$ cat src/rtl/fpu_issue_ctrl.sv
// FPU request initiator: issue/wait tracking stages, credit-based response FIFO, sticky error flag.
// Optional counters stat_issued/stat_error/stat_ovf are built when FPU_ISSUE_STATS_EN is defined.
`timescale 1ns/1ps
module fpu_issue_ctrl #(
  parameter int DEPTH = 4,
  parameter int TAG_W = 4
) (
  input  logic             clk,
  input  logic             reset,
  input  logic             req_valid,
  output logic             req_ready,
  input  logic [1:0]       req_op,
  input  logic [1:0]       req_rm,
  input  logic [31:0]      req_a,
  input  logic [31:0]      req_b,
  input  logic [TAG_W-1:0] req_tag,
  output logic [31:0]      fpu_a,
  output logic [31:0]      fpu_b,
  output logic [1:0]       fpu_sel,
  output logic [1:0]       fpu_rm,
  output logic             fpu_start,
  input  logic [31:0]      fpu_y,
  input  logic             fpu_error,
  input  logic             fpu_overflow,
  output logic             resp_valid,
  input  logic             resp_ready,
  output logic [31:0]      resp_y,
  output logic             resp_error,
  output logic             resp_overflow,
  output logic [TAG_W-1:0] resp_tag,
  output logic             sticky_err,
  input  logic             clr_sticky
`ifdef FPU_ISSUE_STATS_EN
  ,
  output logic [15:0]      stat_issued,
  output logic [15:0]      stat_error,
  output logic [15:0]      stat_ovf
`endif
);

  localparam int AW = $clog2(DEPTH);
  localparam int EW = 34 + TAG_W;
  localparam logic [AW+1:0] DEPTH_W = (AW+2)'(DEPTH);

  logic             accept_s;
  logic             push_s;
  logic             pop_s;
  logic [AW+1:0]    credit_s;
  logic [EW-1:0]    head_s;
  logic             s1_v_r;
  logic             s2_v_r;
  logic [TAG_W-1:0] s1_tag_r;
  logic [TAG_W-1:0] s2_tag_r;
  logic [EW-1:0]    mem_r [DEPTH];
  logic [AW-1:0]    wr_ptr_r;
  logic [AW-1:0]    rd_ptr_r;
  logic [AW:0]      count_r;

  // Handshakes and credits; in-flight entries reserve FIFO slots so a push never finds it full.
  always_comb begin
    credit_s      = {1'b0, count_r} + {{(AW+1){1'b0}}, s1_v_r} + {{(AW+1){1'b0}}, s2_v_r};
    req_ready     = (credit_s < DEPTH_W);
    accept_s      = req_valid && req_ready;
    push_s        = s2_v_r;
    resp_valid    = (count_r != {(AW+1){1'b0}});
    pop_s         = resp_valid && resp_ready;
    head_s        = mem_r[rd_ptr_r];
    resp_y        = head_s[EW-1 -: 32];
    resp_error    = head_s[TAG_W+1];
    resp_overflow = head_s[TAG_W];
    resp_tag      = head_s[TAG_W-1:0];
  end

  // Issue stage drives the FPU; wait stage tracks the cycle the FPU result lands.
  always_ff @(posedge clk or posedge reset) begin
    if (reset) begin
      fpu_a     <= 32'd0;
      fpu_b     <= 32'd0;
      fpu_sel   <= 2'd0;
      fpu_rm    <= 2'd0;
      fpu_start <= 1'b0;
      s1_v_r    <= 1'b0;
      s1_tag_r  <= {TAG_W{1'b0}};
      s2_v_r    <= 1'b0;
      s2_tag_r  <= {TAG_W{1'b0}};
    end else begin
      fpu_start <= accept_s;
      s1_v_r    <= accept_s;
      if (accept_s) begin
        fpu_a    <= req_a;
        fpu_b    <= req_b;
        fpu_sel  <= req_op;
        fpu_rm   <= req_rm;
        s1_tag_r <= req_tag;
      end
      s2_v_r   <= s1_v_r;
      s2_tag_r <= s1_tag_r;
    end
  end

  // FIFO pointers and occupancy.
  always_ff @(posedge clk or posedge reset) begin
    if (reset) begin
      wr_ptr_r <= {AW{1'b0}};
      rd_ptr_r <= {AW{1'b0}};
      count_r  <= {(AW+1){1'b0}};
    end else begin
      if (push_s) wr_ptr_r <= wr_ptr_r + AW'(1);
      if (pop_s)  rd_ptr_r <= rd_ptr_r + AW'(1);
      case ({push_s, pop_s})
        2'b10:   count_r <= count_r + (AW+1)'(1);
        2'b01:   count_r <= count_r - (AW+1)'(1);
        default: count_r <= count_r;
      endcase
    end
  end

  // FIFO storage; contents are only meaningful below count, so no reset is needed.
  always_ff @(posedge clk) begin
    if (push_s) mem_r[wr_ptr_r] <= {fpu_y, fpu_error, fpu_overflow, s2_tag_r};
  end

  // Sticky error: a captured fault outranks a same-cycle clear.
  always_ff @(posedge clk or posedge reset) begin
    if (reset) begin
      sticky_err <= 1'b0;
    end else if (push_s && (fpu_error || fpu_overflow)) begin
      sticky_err <= 1'b1;
    end else if (clr_sticky) begin
      sticky_err <= 1'b0;
    end
  end

`ifdef FPU_ISSUE_STATS_EN
  // Event counters; clr_sticky outranks a same-cycle increment.
  always_ff @(posedge clk or posedge reset) begin
    if (reset) begin
      stat_issued <= 16'd0;
      stat_error  <= 16'd0;
      stat_ovf    <= 16'd0;
    end else if (clr_sticky) begin
      stat_issued <= 16'd0;
      stat_error  <= 16'd0;
      stat_ovf    <= 16'd0;
    end else begin
      if (accept_s)                stat_issued <= stat_issued + 16'd1;
      if (push_s && fpu_error)     stat_error  <= stat_error + 16'd1;
      if (push_s && fpu_overflow)  stat_ovf    <= stat_ovf + 16'd1;
    end
  end
`endif

endmodule

$ cat config.mk
export PLATFORM = sky130hd
export DESIGN_NAME = fpu_issue_ctrl
export DESIGN_NICKNAME = d
export VERILOG_FILES = /design/src/rtl/fpu_issue_ctrl.sv
export SDC_FILE = /design/constraint.sdc
export NUM_CORES = 1
export LEC_CHECK = 0
export ABC_AREA = 1
export BUFFER_PORTS_ARGS = -buffer_cell sky130_fd_sc_hd__buf_2
export CORE_MARGIN = 2
export CORE_UTILIZATION = 45
export CTS_BUF_LIST = sky130_fd_sc_hd__clkbuf_2
export CTS_CLUSTER_DIAMETER = 200
export DETAILED_ROUTE_END_ITERATION = 6
export PLACE_DENSITY = 0.68
export SLEW_MARGIN = 20
export SYNTH_ARGS = -nofsm -noshare
export SYNTH_HDL_FRONTEND = slang
export SYNTH_SLANG_ARGS = --single-unit
$ cat constraint.sdc
create_clock -name clk -period 3.35 [get_ports clk]
set_input_delay 0.335 -clock clk [delete_from_list [all_inputs] [get_ports clk]]
set_output_delay 0.335 -clock clk [all_outputs]
set_load 0.02 [all_outputs]
After elaboration in Yosys (flattened, before gate mapping)
Memories as Yosys holds them, arrays and structs flattened.
Cells that the tools add are included.
{"block": "op_classes", "addsub": 6, "multipliers": 0, "div_mod_pow": 0, "magnitude_cmp": 1, "eq_ne": 2, "shifts": 0, "mux": 5, "bitwise_logic": 0, "reduce_logical": 7}
{"cell": "one-hot mux 3 bit (2 select lines)", "n": 1}
{"cell": "adder 2 x 1 -> 2 bit, second input constant", "n": 2}
{"cell": "adder 3 x 1 -> 4 bit", "n": 1}
{"cell": "adder 4 x 1 -> 4 bit", "n": 1}
{"cell": "< comparator 4 x 3 -> 1 bit, second input constant", "n": 1}
{"cell": "two-way mux 1 bit", "n": 4}
{"cell": "nonzero test 2 bit", "n": 2}
{"cell": "adder 3 x 1 -> 3 bit, second input constant", "n": 1}
{"cell": "logical AND 1 bit", "n": 3}
{"cell": "nonzero test 3 bit", "n": 1}
{"cell": "subtractor 3 x 1 -> 3 bit, second input constant", "n": 1}
{"cell": "== test 2 x 1 -> 1 bit, second input constant", "n": 1}
{"cell": "== test 2 bit, second input constant", "n": 1}
{"cell": "logical OR 1 bit", "n": 1}
{"block": "totals", "regBits": 86, "latch_bits": 0, "ram_bits": 152, "rom_bits": 0, "inputBits": 111, "elab_cells": 34, "n_memories": 1}
{"name": "mem_r", "words": 4, "width": 38, "read_ports": 1, "rd_clocked_by_memory_dff": 0, "wr": 1, "line": "54", "source": "logic [EW-1:0] mem_r [DEPTH];"}

Depth between registers and ports, before layout
Gate-level depths: netlist of run 1.
{"block": "depth", "word_depth": 4, "depth_mapped": 11, "depth_no_buf": 11}

Worst setup path before layout of run 1
Ideal clock, no wire load.
{"block": "synth_timing", "path_type": "reg-to-reg", "from": "reg count_r[0]", "to": "reg count_r[2]", "setup_time_ns": 0.124, "t_arrival_ns": 1.710, "required_ns": 3.226, "slack_ns": 1.516, "path_stages_with_launch": 11, "n_path_buf": 0, "path_cell_list": "dfrtp_1 -> inv_1 -> nand3_1 -> nand2_1 -> inv_1 -> ha_1 -> inv_1 -> fa_1 -> nand2_1 -> nand3b_1 -> xor2_1"}
{"block": "synth_via", "elab_chain_cells": 4, "elab_cells_between_ends": 8}
{"item": "start: declaration", "line": "57", "source": "logic [AW:0] count_r;"}
{"item": "start signal: assignment", "line": "106", "source": "count_r <= {(AW+1){1'b0}};"}
{"item": "start signal: assignment", "line": "111", "source": "2'b10: count_r <= count_r + (AW+1)'(1);"}
{"item": "start signal: assignment", "line": "112", "source": "2'b01: count_r <= count_r - (AW+1)'(1);"}
{"item": "nonzero test 3 bit *", "line": "65", "source": "resp_valid = (count_r != {(AW+1){1'b0}});"}
{"item": "net resp_valid", "line": "25", "source": "output logic resp_valid,"}
{"item": "logical AND 1 bit *", "line": "66", "source": "pop_s = resp_valid && resp_ready;"}
{"item": "net pop_s", "line": "47", "source": "logic pop_s;"}
{"item": "== test 2 x 1 -> 1 bit / == test 2 bit (equally long branches)", "line": "110", "source": "case ({push_s, pop_s})"}
{"item": "one-hot mux 3 bit (2 select lines) / nonzero test 2 bit (equally long branches)"}
The timed path passes the listed nets; every way through them passes the cells marked *.
A chain may end at the register's enable or synchronous reset.

Worst setup path in the final report of run 1
{"block": "layout_timing", "from": "reg s2_v_r (netlist: push_s)", "to": "out req_ready"}
{"block": "layout_via", "elab_chain_cells": 2}
{"item": "start: declaration", "line": "51", "source": "logic s2_v_r;"}
{"item": "start signal: assignment", "line": "96", "source": "s2_v_r <= s1_v_r;"}
{"item": "adder 4 x 1 -> 4 bit", "line": "61", "source": "credit_s = {1'b0, count_r} + {{(AW+1){1'b0}}, s1_v_r} + {{(AW+1){1'b0}}, s2_v_r};"}
{"item": "< comparator 4 x 3 -> 1 bit", "line": "62", "source": "req_ready = (credit_s < DEPTH_W);"}
{"item": "end: declaration", "line": "11", "source": "output logic req_ready,"}
No other way between the ends.

==> results of run 1 <==
-- flip-flops by register name (all words and copies together), names as in the netlist --
register / count
push_s: 1
s2_tag_r: 4
fpu_b: 32
rd_ptr_r: 2
fpu_sel: 2
sticky_err: 1
fpu_rm: 2
count_r: 3
fpu_a: 32
mem_r: 152
s1_v_r: 1
wr_ptr_r: 2
s1_tag_r: 4
-- worst min path at each step --
stage                                       start  cells after the start                endpoint  slack [ns]
final                                   req_valid                      3        s1_v_r$_DFF_PP0_        0.20
after CTS                               req_valid                      3        s1_v_r$_DFF_PP0_        0.12
after detailed placement                    reset                      2   fpu_a[22]$_DFFE_PP0P_        0.25
after global placement                      reset                      2   fpu_a[22]$_DFFE_PP0P_        0.25
after global routing                    fpu_y[30]                      2  mem_r[1][36]$_DFFE_PP_        0.18
after floorplan           s1_tag_r[0]$_DFFE_PP0P_                      0   s2_tag_r[0]$_DFF_PP0_        0.35
-- logic make-up after synthesis --
family	share of synthesized area (%)
fa+ha+maj	0.9827
simple gates	16.21
flops	69.41
compound gates	8.456
xor+xnor	0.4526
buf+inv	4.487
-- synth_stat cells, drive strengths merged, types with 2 or more instances --
| library cell | n |
|---|---|
| nand4 | 72 |
| o21ai | 81 |
| nor2 | 76 |
| edfxtp | 152 |
| nand3 | 2 |
| clkbuf | 6 |
| nand2 | 158 |
| dfrtp | 86 |
| xor2 | 3 |
| ha | 6 |
| o22ai | 38 |
| xnor2 | 2 |
| inv | 20 |
| buf | 50 |
-- area by class of cell --
class | instances | area, sq um
antenna | 1 | 2.502
clock buffer | 89 | 445.4
clock inverter | 12 | 50.05
fill | 1709 | 8605
inverter | 20 | 78.83
multi-input combinational | 440 | 2529
sequential | 238 | 6718
tap | 275 | 344.1
timing repair buffer | 341 | 2316
-- where the power goes --
group	switching [W]	internal, W	total [W]
logic	0.00319	0.00148	0.00467
registers	0.000376	0.00396	0.00433
clock network	0.00108	0.000697	0.00178
-- timing repair --
item / CTS / global route
endpoints found under the setup margin: 0 / 1
hold buffers: 111 / 0
endpoints found under the hold margin: 297 / 0
resized for setup: 0 / 1
-- worst max-delay path, delay by kind of cell (launching register included) --
family	cells	cell delay, ns
fa+ha+maj	1	0.34
buf+inv	3	0.63
flops	1	0.48
simple gates	4	0.33
-- metal layers --
| metal | track usage, % | share of wire, % |
|---|---|---|
| met5 | 0 | 0 |
| met3 | 6.697 | 8.3 |
| met4 | 6.262 | 1.6 |
| met2 | 34.32 | 50 |
| met1 | 24.25 | 41 |
-- per-stage QoR --
stage / std cells / setup slack (ns) / instance area, sq um
finish: 1416 / 0.4012 / 12480
global route: 1416 / 0.1548 / 12480
CTS: 1415 / 0.1210 / 12480
detailed placement: 1203 / 1.057 / 10870
global placement: 1203 / 1.078 / 10870
floorplan: 754 / 0.7932 / 9677
==> results.yml, run 1 <==
placed_design:
  port_buffers: 220
  place_congestion: 0.7498
  hpwl_um: 12310
global_route:
  grt_pass1_vias: 7306
  gr-total-overflow: 0
  grt.total_usage_pct: 20.12
  grt_pass1_wl_um: 36090
  grt_max_degree: 78
  grt_antenna_before_repair: 1
setup_path:
  path_cells: "ha_1 -> nand2_1 -> nand2_1 -> nand2_2 -> buf_6 -> nand2_1 -> inv_2 -> buf_2"
  critPathLaunchType: "flop"
  end_kind: "output pin"
  crit_required_ns: 3.01
  worst_r2r_endpoint: "fpu_b[22]$_DFFE_PP0P_"
  endpoint: "req_ready"
  slowest_delay_ns: 0.48
  cp-startpoint: "push_s$_DFF_PP0_"
  critPathKind: "reg -> out"
  cp_max_fo: 73
  rrSetupSlack_ns: 1.05
  r2r_start: "push_s$_DFF_PP0_"
  cp.arrival_ns: 2.61
  path_common_cell: "nand2_1"
  slowest_stage: "dfrtp_1"
  r2r_cells: 8
power:
  vdd_drop_max_uv: 498.0
  power_density_nw_per_um2: 863.3
  p_leak_nw: 5.465
  power_w: 0.01078
yosys:
  syn_area_sq_um: 9677
  synth-async-reset-ratio_pct: 36.13
  ys_types: 24
  ys_seq_area_share_pct: 69.41
  syn_inst: 754
  ys_warn_count: 0
  synth_edf_count: 152
  synth.avg_cell_area_sq_um: 12.83
  synth_top_area_cell: "edfxtp_1"
  ys_ff_latch: 238
  yosys.area.top_type_share_pct: 47.17
  synth-main-ff-cell: "edfxtp_1"
  syn-num-nets: 872
  synth_area_leaders: "edfxtp_1, dfrtp_1, nand2_1"
sta:
  maxSlewHeadroom_pct: 35.55
  setup-violations-final: 0
  finalHoldWorstSlack_ns: 0.1974
  rsz0062_at_grt: "no"
  setup_tns_ns: 0
  slew_viol_final: 0
  final_min_period_over_clock_period_pct: 88.03
  skew_ns: 0.05251
  tightest_slew_ns: 0.9654
  fin_crit_ns: 2.949
  hold_viol_final: 0
  max_freq_ghz: 0.3391
detailed_routing:
  dr_total_vias: 7146
  avgRoutedWirePerCell_um: 16.18
  drt-pass1-iter-count: 5
  via_per_inst: 5.047
  drt_iter0_drc: 355
  drc: 0
  totalWireLength_um: 22910
  ant_nets: 0
cts:
  clk_latency_ns: 0.80
  cts_setup_buffers: 0
  htreeDepth: 2
  cts_sinks: 238
  clk_path_buf_depth: 3
  cts.clk_slew.worst_paths_ns: 0.08
  cts_tree: "yes"
  numCtsBuffers: 58
  cts_root_buf: "clkbuf_2"
cells_and_area:
  layout-area-overhead-vs-synth_pct: 29.00
  nNetsFinal: 1217
  final_util_pct: 59.20
  drive_above_1_share_pct: 34.56
  layout_common_cells: "buf_2, nand2_1, edfxtp_1"
  layout_commonest_cell: "buf_2"
floorplan:
  initial_core_util_pct: 45.89
  fp.dieArea_sq_um: 22690
  die_w_um: 150.6
  ioPinCount: 221
  row_count: 53
  die_y_um: 150.6
  core_sq_um: 21090
run_status:
  status: "finished, final reports clean"
flow_run:
  drv_cap: 0
worst_hold_path:
  hp-class: "in -> reg"
Note: power is estimated with default switching activity, not from simulation.
==> run 2, diff against run 1 <==
--- a/config.mk
+++ b/config.mk
@@ -7,6 +7,7 @@
 export LEC_CHECK = 0
 export ABC_AREA = 1
 export BUFFER_PORTS_ARGS = -buffer_cell sky130_fd_sc_hd__buf_2
+export CAP_MARGIN = 20
 export CORE_MARGIN = 2
 export CORE_UTILIZATION = 45
 export CTS_BUF_LIST = sky130_fd_sc_hd__clkbuf_2
==> constraint.sdc (replaced) <==
create_clock -name clk -period 3.35 [get_ports clk]
set_input_delay 0.5025 -clock clk [delete_from_list [all_inputs] [get_ports clk]]
set_output_delay 0.5025 -clock clk [all_outputs]
set_load 0.02 [all_outputs]
==> run 2 against run 1 <==
Non-clock buffer count fell by 2; global-route usage fell by 0.18 points; clock skew fell by 0.0059 ns; worst hold slack improved by 0.11 ns; flip-flop and latch count did not move; fmax fell by 0.30%; power rose by 0.82%; clock power rose by 7%; final area rose by 0.26%; setup slack got worse by 0.0088 ns; die area did not move.
==> results.yml, run 2 (synthesis gave the netlist of run 1 again) <==
cts:
  cts_setup_buffers: 0
  numCtsBuffers: 59
  cts_tree: "yes"
  cts_sinks: 238
  cts.clk_slew.worst_paths_ns: 0.11
  htreeDepth: 2
  cts_root_buf: "clkbuf_2"
  clk_path_buf_depth: 3
  clk_latency_ns: 0.81
sta:
  slew_viol_final: 0
  final_min_period_over_clock_period_pct: 88.29
  setup_tns_ns: 0
  fin_crit_ns: 2.958
  setup-violations-final: 0
  maxSlewHeadroom_pct: 31.71
  tightest_slew_ns: 1.024
  finalHoldWorstSlack_ns: 0.3053
  rsz0062_at_grt: "no"
  hold_viol_final: 0
  max_freq_ghz: 0.3381
  skew_ns: 0.04664
detailed_routing:
  via_per_inst: 5.046
  drt-pass1-iter-count: 5
  drt_iter0_drc: 255
  avgRoutedWirePerCell_um: 16.17
  route.met2.wl_um: 11370
  ant_nets: 0
  wl_met3_um: 1994
  m1WireLength_um: 9235
  drc: 0
  dr_total_vias: 7181
  top_layer: "met4"
  totalWireLength_um: 23010
floorplan:
  row_count: 53
  die_w_um: 150.6
  core_sq_um: 21090
  ioPinCount: 221
  fp.dieArea_sq_um: 22690
  initial_core_util_pct: 45.89
  die_y_um: 150.6
cells_and_area:
  largest_register: "mem_r"
  largestRegisters: "mem_r x152, fpu_a x32, fpu_b x32"
  layout_commonest_cell: "buf_2"
  nNetsFinal: 1216
  fill_cells: 1722
  drive_above_1_share_pct: 34.09
  layout_common_cells: "buf_2, nand2_1, edfxtp_1"
  layout-area-overhead-vs-synth_pct: 29.34
  largest_reg_flops: 152
  final_cells: 1423
setup_path:
  cp_num_buf_inv: 2
  r2r_start: "push_s$_DFF_PP0_"
  slowest_stage: "buf_4"
  rrSetupSlack_ns: 1.03
  cp_max_fo: 77
  crit_required_ns: 2.85
  cp.arrival_ns: 2.46
  critPathLaunchType: "flop"
  critPathKind: "reg -> out"
  r2r_cells: 8
  slowest_delay_ns: 0.58
  end_kind: "output pin"
  path_cells: "buf_4 -> o21ai_0 -> o22ai_2 -> buf_2"
  cp_top_family: "buffers and inverters"
  worstSetupPathDepth: 4
  worst_r2r_endpoint: "fpu_a[7]$_DFFE_PP0P_"
worst_hold_path:
  hp-class: "in -> async"
global_route:
  grt_pass1_wl_um: 35480
  grt_antenna_before_repair: 1
  grt_max_degree: 78
  grt_pass1_vias: 7106
  gr-total-overflow: 0
  grt.total_usage_pct: 19.94
power:
  vdd_drop_max_uv: 585.4
  power_density_nw_per_um2: 868.0
  p_leak_nw: 5.477
flow_run:
  drv_cap: 0
placed_design:
  place_congestion: 0.7488
  hpwl_um: 12390
  dpl.cell_count: 1202
  port_buffers: 220
run_status:
  status: "finished, final reports clean"
run 2: changes by cell type in the layout (fill, tap and decap cells not counted):
cell and change:
clkinvlp_4 -1, clkinv_1 +11, clkbuf_2 -5, buf_6 -1, clkinv_2 +3, dlygate4sd3_1 -1
bufinv_16 +1
run 2: power breakdown:
| group | internal (W) | switching (W) |
|---|---|---|
| clock | 0.000761 | 0.00114 |
| combinational | 0.00147 | 0.00317 |
| sequential | 0.00396 | 0.000380 |
run 2: through the flow:
stage          power, W  util, %  cell area, sq um  setup slack (ns)
6_report        0.01086    59.35             12520            0.3923
5_1_grt         0.01160    59.35             12520           0.09877
4_1_cts         0.01095    59.34             12510            0.2604
3_5_place_dp   0.008931    51.51             10860             1.085
3_3_place_gp   0.008854    51.51             10860             1.139
2_1_floorplan  0.007623        -              9677            0.6257
run 2: per-layer routing:
metal	GRT usage [%]	up-vias
met5	0	-
met4	5.935	0
met3	6.303	50
met2	34.41	293
met1	24.01	3426
li1	-	3412
run 2: how the worst max path moves through the flow:
stage,start,to
3_5_place_dp,push_s$_DFF_PP0_,fpu_a[3]$_DFFE_PP0P_
3_3_place_gp,push_s$_DFF_PP0_,fpu_a[1]$_DFFE_PP0P_
2_1_floorplan,reset,count_r[0]$_DFFE_PP0P_
5_1_grt,push_s$_DFF_PP0_,req_ready
4_1_cts,push_s$_DFF_PP0_,req_ready
6_report,rd_ptr_r[0]$_DFFE_PP0P_,resp_y[18]
run 2: worst reg2reg max path, delay by kind of cell (launching register included):
kind	cells	cell delay, ns
flops	1	0.48
fa+ha+maj	1	0.32
simple gates	6	0.86
buf+inv	1	0.60
run 2: cell type report:
cell class	count	area, sq um	area share (%)
Timing Repair Buffer	339	2295	18.33
Multi-Input combinational cell	440	2529	20.20
Clock buffer	84	420.4	3.359
Tap cell	275	344.1	2.749
Clock inverter	26	128.9	1.030
Sequential cell	238	6718	53.67
Antenna cell	1	2.502	0.01999
Inverter	20	78.83	0.6298
run 2: repair_timing:
item	4_1_cts	5_1_grt
hold endpoints to repair	242	0
resized for setup	0	0
hold buffers	110	0
